File: src/rtl/v_elem_sequencer_if.sv
// rtl/v_elem_sequencer_if.sv - decode-side request and register-file control bundle for v_elem_sequencer
// Ports (slave = sequencer side):
//   in : start, vs1_in, vs2_in, vd_in, vl_in[IDX_W:0], wb_en_in
//   out: ready, rf_vs1, rf_vs2, rf_vd, rf_ele_index[IDX_W-1:0], rf_stg_en, rf_v_write,
//        alu_op_valid, busy, done, vl_err
interface v_elem_sequencer_if #(
  parameter int IDX_W = 4
);
  logic             start;
  logic             ready;
  logic [4:0]       vs1_in;
  logic [4:0]       vs2_in;
  logic [4:0]       vd_in;
  logic [IDX_W:0]   vl_in;
  logic             wb_en_in;
  logic [4:0]       rf_vs1;
  logic [4:0]       rf_vs2;
  logic [4:0]       rf_vd;
  logic [IDX_W-1:0] rf_ele_index;
  logic             rf_stg_en;
  logic             rf_v_write;
  logic             alu_op_valid;
  logic             busy;
  logic             done;
  logic             vl_err;

  modport master (
    output start, vs1_in, vs2_in, vd_in, vl_in, wb_en_in,
    input  ready, rf_vs1, rf_vs2, rf_vd, rf_ele_index, rf_stg_en, rf_v_write,
           alu_op_valid, busy, done, vl_err
  );

  modport slave (
    input  start, vs1_in, vs2_in, vd_in, vl_in, wb_en_in,
    output ready, rf_vs1, rf_vs2, rf_vd, rf_ele_index, rf_stg_en, rf_v_write,
           alu_op_valid, busy, done, vl_err
  );
endinterface

File: src/rtl/v_elem_sequencer.sv
// rtl/v_elem_sequencer.sv - steps one vector instruction element-by-element through the register file
// Ports:
//   clk   : clock, rising edge
//   rst_n : asynchronous active-low reset
//   bus   : v_elem_sequencer_if.slave (start/ready request, captured fields, register-file controls,
//           alu_op_valid, busy, done, vl_err)
// Per element: READ, ALU_LAT x WAIT, WRITE; then one DONE cycle. All outputs are Moore.
module v_elem_sequencer #(
  parameter int NUM_ELEM = 10,
  parameter int IDX_W    = 4,
  parameter int ALU_LAT  = 0
) (
  input  logic               clk,
  input  logic               rst_n,
  v_elem_sequencer_if.slave  bus
);

  typedef enum logic [2:0] {
    S_IDLE,
    S_READ,
    S_WAIT,
    S_WRITE,
    S_DONE
  } state_t;

  localparam logic [IDX_W:0] NUM_ELEM_V = (IDX_W+1)'(NUM_ELEM);
  // Wait counter is loaded with ALU_LAT-1 and WAIT exits when it reaches zero.
  localparam logic [2:0]     WAIT_INIT  = 3'((ALU_LAT > 0) ? ALU_LAT - 1 : 0);
  localparam logic           HAS_WAIT   = (ALU_LAT > 0);

  state_t           state_q, state_d;
  logic [4:0]       vs1_q, vs2_q, vd_q;
  logic             wb_q;
  logic             err_q;
  logic [IDX_W:0]   vl_q;
  logic [IDX_W-1:0] elem_q;
  logic [2:0]       wait_q;
  logic             aov_q;

  logic             accept;
  logic [IDX_W:0]   vl_clamped;
  logic             last_elem;

  assign accept     = (state_q == S_IDLE) && bus.start;
  assign vl_clamped = (bus.vl_in > NUM_ELEM_V) ? NUM_ELEM_V : bus.vl_in;
  // vl_q is never 0 while elements are processed, so elem+1 == vl_q marks the last one.
  assign last_elem  = (({1'b0, elem_q} + (IDX_W+1)'(1)) == vl_q);

  always_ff @(posedge clk or negedge rst_n) begin
    if (!rst_n) begin
      state_q <= S_IDLE;
    end else begin
      state_q <= state_d;
    end
  end

  always_comb begin
    state_d = state_q;
    case (state_q)
      S_IDLE:  if (bus.start) state_d = (vl_clamped != '0) ? S_READ : S_DONE;
      S_READ:  state_d = HAS_WAIT ? S_WAIT : S_WRITE;
      S_WAIT:  if (wait_q == 3'd0) state_d = S_WRITE;
      S_WRITE: state_d = last_elem ? S_DONE : S_READ;
      S_DONE:  state_d = S_IDLE;
      default: state_d = S_IDLE;
    endcase
  end

  always_ff @(posedge clk or negedge rst_n) begin
    if (!rst_n) begin
      vs1_q  <= '0;
      vs2_q  <= '0;
      vd_q   <= '0;
      wb_q   <= 1'b0;
      err_q  <= 1'b0;
      vl_q   <= '0;
      elem_q <= '0;
      wait_q <= '0;
      aov_q  <= 1'b0;
    end else begin
      if (accept) begin
        vs1_q  <= bus.vs1_in;
        vs2_q  <= bus.vs2_in;
        vd_q   <= bus.vd_in;
        wb_q   <= bus.wb_en_in;
        err_q  <= (bus.vl_in > NUM_ELEM_V);
        vl_q   <= vl_clamped;
        elem_q <= '0;
      end
      if (state_q == S_READ) begin
        wait_q <= WAIT_INIT;
      end else if ((state_q == S_WAIT) && (wait_q != 3'd0)) begin
        wait_q <= wait_q - 3'd1;
      end
      if ((state_q == S_WRITE) && !last_elem) begin
        elem_q <= elem_q + IDX_W'(1);
      end
      // Register-file read data appears one cycle after READ.
      aov_q <= (state_q == S_READ);
    end
  end

  assign bus.ready        = (state_q == S_IDLE);
  assign bus.busy         = (state_q != S_IDLE);
  assign bus.rf_vs1       = (state_q != S_IDLE) ? vs1_q : 5'd0;
  assign bus.rf_vs2       = (state_q != S_IDLE) ? vs2_q : 5'd0;
  assign bus.rf_vd        = (state_q != S_IDLE) ? vd_q  : 5'd0;
  assign bus.rf_ele_index = ((state_q == S_READ) || (state_q == S_WAIT) || (state_q == S_WRITE))
                            ? elem_q : '0;
  assign bus.rf_stg_en    = (state_q == S_READ) || (state_q == S_WRITE);
  assign bus.rf_v_write   = (state_q == S_WRITE) && wb_q;
  assign bus.alu_op_valid = aov_q;
  assign bus.done         = (state_q == S_DONE);
  assign bus.vl_err       = (state_q == S_DONE) && err_q;

endmodule
File: src/flat_wrapper.sv
// flat-port wrapper written by rule: the top's interface ports become plain ports
module v_elem_sequencer_flat 
#(
  parameter int NUM_ELEM = 10,
  parameter int IDX_W    = 4,
  parameter int ALU_LAT  = 0
)
  (clk, rst_n, bus_start, bus_vs1_in, bus_vs2_in, bus_vd_in, bus_vl_in, bus_wb_en_in, bus_ready, bus_rf_vs1, bus_rf_vs2, bus_rf_vd, bus_rf_ele_index, bus_rf_stg_en, bus_rf_v_write, bus_alu_op_valid, bus_busy, bus_done, bus_vl_err);
  v_elem_sequencer_if #(.IDX_W(IDX_W)) bus_i ();
  input  logic clk;
  input  logic rst_n;
  input wire logic [$bits(bus_i.start)-1:0] bus_start;
  input wire logic [$bits(bus_i.vs1_in)-1:0] bus_vs1_in;
  input wire logic [$bits(bus_i.vs2_in)-1:0] bus_vs2_in;
  input wire logic [$bits(bus_i.vd_in)-1:0] bus_vd_in;
  input wire logic [$bits(bus_i.vl_in)-1:0] bus_vl_in;
  input wire logic [$bits(bus_i.wb_en_in)-1:0] bus_wb_en_in;
  output wire logic [$bits(bus_i.ready)-1:0] bus_ready;
  output wire logic [$bits(bus_i.rf_vs1)-1:0] bus_rf_vs1;
  output wire logic [$bits(bus_i.rf_vs2)-1:0] bus_rf_vs2;
  output wire logic [$bits(bus_i.rf_vd)-1:0] bus_rf_vd;
  output wire logic [$bits(bus_i.rf_ele_index)-1:0] bus_rf_ele_index;
  output wire logic [$bits(bus_i.rf_stg_en)-1:0] bus_rf_stg_en;
  output wire logic [$bits(bus_i.rf_v_write)-1:0] bus_rf_v_write;
  output wire logic [$bits(bus_i.alu_op_valid)-1:0] bus_alu_op_valid;
  output wire logic [$bits(bus_i.busy)-1:0] bus_busy;
  output wire logic [$bits(bus_i.done)-1:0] bus_done;
  output wire logic [$bits(bus_i.vl_err)-1:0] bus_vl_err;
  assign bus_i.start = bus_start;
  assign bus_i.vs1_in = bus_vs1_in;
  assign bus_i.vs2_in = bus_vs2_in;
  assign bus_i.vd_in = bus_vd_in;
  assign bus_i.vl_in = bus_vl_in;
  assign bus_i.wb_en_in = bus_wb_en_in;
  assign bus_ready = bus_i.ready;
  assign bus_rf_vs1 = bus_i.rf_vs1;
  assign bus_rf_vs2 = bus_i.rf_vs2;
  assign bus_rf_vd = bus_i.rf_vd;
  assign bus_rf_ele_index = bus_i.rf_ele_index;
  assign bus_rf_stg_en = bus_i.rf_stg_en;
  assign bus_rf_v_write = bus_i.rf_v_write;
  assign bus_alu_op_valid = bus_i.alu_op_valid;
  assign bus_busy = bus_i.busy;
  assign bus_done = bus_i.done;
  assign bus_vl_err = bus_i.vl_err;
  v_elem_sequencer #(.NUM_ELEM(NUM_ELEM), .IDX_W(IDX_W), .ALU_LAT(ALU_LAT)) u_core (.clk(clk), .rst_n(rst_n), .bus(bus_i));
endmodule
File: config.mk
export PLATFORM = sky130hd
export DESIGN_NAME = v_elem_sequencer_flat
export DESIGN_NICKNAME = d
export VERILOG_FILES = /design/src/rtl/v_elem_sequencer_if.sv /design/src/rtl/v_elem_sequencer.sv /design/src/flat_wrapper.sv
export SDC_FILE = /design/constraint.sdc
export NUM_CORES = 1
export LEC_CHECK = 0
export BUFFER_PORTS_ARGS = -buffer_cell sky130_fd_sc_hd__buf_4
export CAP_MARGIN = 10
export CORE_MARGIN = 5
export CORE_UTILIZATION = 41
export DETAILED_ROUTE_END_ITERATION = 10
export PLACE_DENSITY = 0.68
export SLEW_MARGIN = 10
export SYNTH_ARGS = -nofsm -noshare
export SYNTH_HDL_FRONTEND = slang
export SYNTH_SLANG_ARGS = --single-unit
File: constraint.sdc
create_clock -name clk -period 3.7 [get_ports clk]
set_input_delay 0 -clock clk [delete_from_list [all_inputs] [get_ports clk]]
set_output_delay 0 -clock clk [all_outputs]
set_load 0.03 [all_outputs]
# Word level (Yosys, flattened, before mapping)

Index checks and enable logic that the tools add are counted.

$add $sub $neg: 3
$mul: 0
Div/mod/pow operators: 0
Magnitude comparators: 1
Eq/ne operators: 7
Shifts and indexed selects: 0
Mux-type cells: 14
Bitwise operators: 0
Reduce and logical (&&, ||, !) cells: 17

Operators by type and width:

| cell                  | number |
|---|---|
| $mux W5               | 4 |
| $mux W3               | 6 |
| $mux W4               | 3 |
| $pmux W3 S4           | 1 |
| $eq A3 B2 Y1 const B  | 2 |
| $logic_not A3 Y1      | 2 |
| $reduce_bool A3 Y1    | 2 |
| $add A4 B1 Y5 const B | 1 |
| $eq A5 B5 Y1          | 1 |
| $gt A5 B4 Y1 const B  | 1 |
| $logic_and A1 B1 Y1   | 5 |
| $reduce_bool A5 Y1    | 1 |
| $add A4 B1 Y4 const B | 1 |
| $reduce_bool A2 Y1    | 2 |
| $eq A3 B1 Y1 const B  | 1 |
| $eq A3 B3 Y1 const B  | 1 |
| $logic_or A1 B1 Y1    | 3 |
| $sub A3 B1 Y3 const B | 1 |
| $ne A2 B1 Y1 const B  | 1 |
| $ne A2 B2 Y1 const B  | 1 |
| $reduce_and A2 Y1     | 1 |
| $logic_not A1 Y1      | 1 |

Flip-flop bits (word level): 33
Bits in latches: 0
Memory bits (writable): 0
Bits in read-only memories: 0
Bits of input ports: 24
Output and inout bits: 26
Word-level logic and storage cells: 52
Memories kept: 0

# Logic depth before layout (Yosys ltp)

Word-level depth: 6
Depth in mapped cells: 8
Depth with buffers taken out: 7

# Least setup slack after synthesis

Ideal clock, no wire load.

Path type: register to register
Start: register u_core.elem_q[0]
End: register u_core.elem_q[0]
Library setup time: 0.079 ns
Arrival: 1.835 ns
Data required time: 3.621 ns
Slack: 1.786 ns
Cell stages (with the launch flop): 8
Path through: dfrtp_1 -> ha_1 -> and4b_1 -> o21a_1 -> o311ai_2 -> nor2b_1 -> buf_2 -> mux2i_1

Cells in the longest elaborated chain, start to end: 5

RTL lines:

| item                                                 | RTL line               | text |
|---|---|---|
| start, declared                                      | v_elem_sequencer.sv:36 | `logic [IDX_W-1:0] elem_q;` |
| start signal, assigned                               | v_elem_sequencer.sv:96 | `elem_q <= elem_q + IDX_W'(1);` |
| $add A4 B1 Y5                                        | v_elem_sequencer.sv:47 | `assign last_elem = (({1'b0, elem_q} + (IDX_W+1)'(1)) == vl_q);` |
| $eq A5 B5 Y1                                         | v_elem_sequencer.sv:47 |  |
| $logic_not A1 Y1                                     | v_elem_sequencer.sv:95 | `if ((state_q == S_WRITE) && !last_elem) begin` |
| $logic_and A1 B1 Y1                                  | v_elem_sequencer.sv:95 |  |
| $mux W4 / $reduce_bool A2 Y1 (equally long branches) | n/a                    |  |

Parallel ways exist; a longest one is shown, timed or not.
A chain may end at the register's enable or synchronous reset.

# Worst setup path after layout

Start: register u_core.elem_q[0]
End: register u_core.elem_q[1]

Same word-level chain as after synthesis.

==> metrics <==
clk buf depth=2; drt wl/cell=14.2 um; number of cells upsized or downsized after cts=0; Critical Path RT=3.91 ns; GRT Residual Overflow=0; cell area after synthesis=1790 um2; Max transition margin=68.7%; clk sink count=33; Die W=76.0 um; status=complete, no violations; placed insts=256; Die Area=5780 um2; final slew viol count=0; DRC=0; Leakage=1.20 nW; largest fanout on the critical path=6; RSZ-0062 raised after global routing=no; TritonCTS Buffers=5; worst path arrival time=2.43 ns; htree depth=2; max-cap viol count=0; Startpoint Class=register; vias per cell=4.89; Worst Setup End Kind=register; CP peak stage delay=0.45 ns; Final Hold Viols=0; Main synth FF type=dfrtp_1; first-pass GRT wire length=6.64 mm; dpl hpwl=2.61 mm; Setup TNS=0 ns; Post-synth EDFFs=0; vias in the first global route=1,445; Routability Congestion=0.805; DP Worst Slack=1.48 ns; Vias=1,388; worst slew pin tran=0.469 ns; Seq/Total Area, Yosys=46.2%; Clock Tree Root=clkbuf_8; clk_lat worst skew=0.28 ns; Initial Util=41.6%; clk slew on worst S/H paths=0.07 ns; fin crit share=60.0%; Setup Skew=0.00740 ns; post-cts hold buffer count=20; Filler Cells Inserted=379; Power per Cell Area=877 nW/um2; worst path cell trace=ha_1 > and4b_1 > o21a_1 > o311ai_2 > nor2b_1 > mux2i_1; post-CTS setup buffers=0; final WL=4.03 mm; Final Non-Filler Cells=284; Die Ht=76.0 um; Detail Route Antenna Nets=0; Syn. warnings=0; Core Box Area=4290 um2; Fmax achieved=0.451 GHz; setup ws final=1.48 ns; syn_area_per_cell=10.9 um2; Max IR drop VDD=0.471 mV; DR iter-0 viols=115; PortBufs=49; Setup Crit Path Kind=register to register; synth-to-layout area growth=36.8%; nets=258; CTS tree=done; largest net degree at the start of global routing=34; Final min period=2.22 ns; Distinct cells, synth=36; CP top delay family=simple AND/OR/NAND/NOR gates; I/O Pins=50; share of layout cells above drive strength 1=33.6%; n_diodes=0; router iterations before antenna repair=4; crit path max-delay cell type=nor2b_1; worst path buffer plus inverter count=0; async set-reset flop share out of synthesis=100%; aggregate global-route resource usage=14.1%; Gate Count Post-Synth=164; Synth Net Count=191; FF+latch count, synth=33; Min-Delay Path Class=input port to register; # rows=24; initial antenna violation count=0; Final setup viols=0
[worst register-to-register path, cell delays in order, from the launching register on]
cell and delay [ns]:
dfrtp_1 0.43, ha_1 0.30, and4b_1 0.23, o21a_1 0.19
o311ai_2 0.31, nor2b_1 0.45, mux2i_1 0.24
[cells in the mapped netlist (all sizes together) (3+ instances only)]
master | n | area (um2)
mux2i | 3 | 30.0
and2 | 22 | 138
a22o | 3 | 26.3
inv | 4 | 15.0
nor2 | 11 | 41.3
dfrtp | 33 | 826
buf | 5 | 43.8
nor2b | 6 | 37.5
xnor2 | 3 | 26.3
clkbuf | 4 | 15.0
ha | 3 | 37.5
nor3 | 3 | 15.0
nand2 | 14 | 60.1
mux2 | 16 | 218
o21ai | 7 | 35.0
a21oi | 7 | 35.0
[cells in the final DEF (no fill, tap or decap), types with 2 or more instances in the layout]
cell / Yosys / routed
xor2_1: 2 / 2
mux2i_1: 3 / 3
xnor2_1: 3 / 3
nand2_1: 13 / 13
ha_1: 3 / 3
nor3_1: 3 / 3
dfrtp_1: 33 / 33
clkinv_2: 0 / 2
and3_1: 2 / 2
inv_1: 4 / 4
mux2_4: 10 / 10
dlygate4sd3_1: 0 / 20
clkbuf_8: 0 / 5
and2_1: 22 / 22
mux2_2: 6 / 6
buf_4: 0 / 49
nor2_1: 11 / 11
nand3_1: 2 / 2
a21oi_1: 7 / 7
o21ai_0: 7 / 7
a22o_1: 3 / 3
nor2b_1: 6 / 6
[path summary, 6_finish.rpt]
check	from	end	slack [ns]	cells past startpoint
max in group asynchronous	rst_n	u_core.wait_q[1]	3.21	2
min	bus_vl_in[2]	u_core.vl_q[2]	0.01	3
max	u_core.elem_q[0]	u_core.elem_q[1]	1.48	6
min reg2reg	u_core.vd_q[2]	u_core.vd_q[2]	0.50	1
max reg2reg	u_core.elem_q[0]	u_core.elem_q[1]	1.48	6
min in group asynchronous	rst_n	u_core.vs1_q[2]	0.20	2
[cells by family after synthesis]
group                    synth area share, %
AND/OR/NAND/NOR                         19.5
flip-flops                              46.2
AO/OA/AOI/OAI                           9.94
multiplexers                            13.9
buffers and inverters                   4.62
XOR/XNOR                                3.78
adder cells (fa/ha/maj)                 2.10
[per-layer routing]
metal  share of wire, %  global-route usage [%]
met1                 44                    17.3
met2                 47                    21.8
met3                8.0                    6.50
met4                1.5                    4.63
met5                  0                       0
[power breakdown]
part | leakage [nW] | switching, mW | internal, mW | total (mW)
clock network | 0.0450 | 0.129 | 0.130 | 0.259
registers | 0.406 | 0.133 | 0.514 | 0.647
logic | 0.747 | 0.666 | 0.571 | 1.24
[through the flow]
| stage | area, um2 | utilization (%) | total power, mW | hold WS [ns] |
|---|---|---|---|---|
| after floorplan | 1790 | - | 1.53 | -0.296 |
| after global placement | 2160 | 50.3 | 1.86 | -0.0353 |
| after detailed placement | 2160 | 50.3 | 1.88 | -0.0346 |
| after CTS | 2440 | 56.9 | 2.16 | 0.00948 |
| after global routing | 2440 | 56.9 | 2.29 | 0.0263 |
| final | 2440 | 56.9 | 2.14 | 0.0148 |
[layout make-up]
cell class	count	area, um2	share of cell area, %
Clock buffer	6	72.6	2.97
Timing Repair Buffer	69	568	23.2
Sequential cell	33	826	33.8
Inverter	5	23.8	0.973
Clock inverter	2	10.0	0.410
Multi-Input combinational cell	117	878	35.9
Tap cell	52	65.1	2.66
[state kept, by name, indices dropped and copies added (netlist names)]
register                 cells
u_core.bus.alu_op_valid      1
u_core.wait_q                3
u_core.vs1_q                 5
u_core.state_q               3
u_core.err_q                 1
u_core.wb_q                  1
u_core.vl_q                  5
u_core.vd_q                  5
u_core.vs2_q                 5
u_core.elem_q                4
Note: power is estimated with default switching activity, not from simulation.
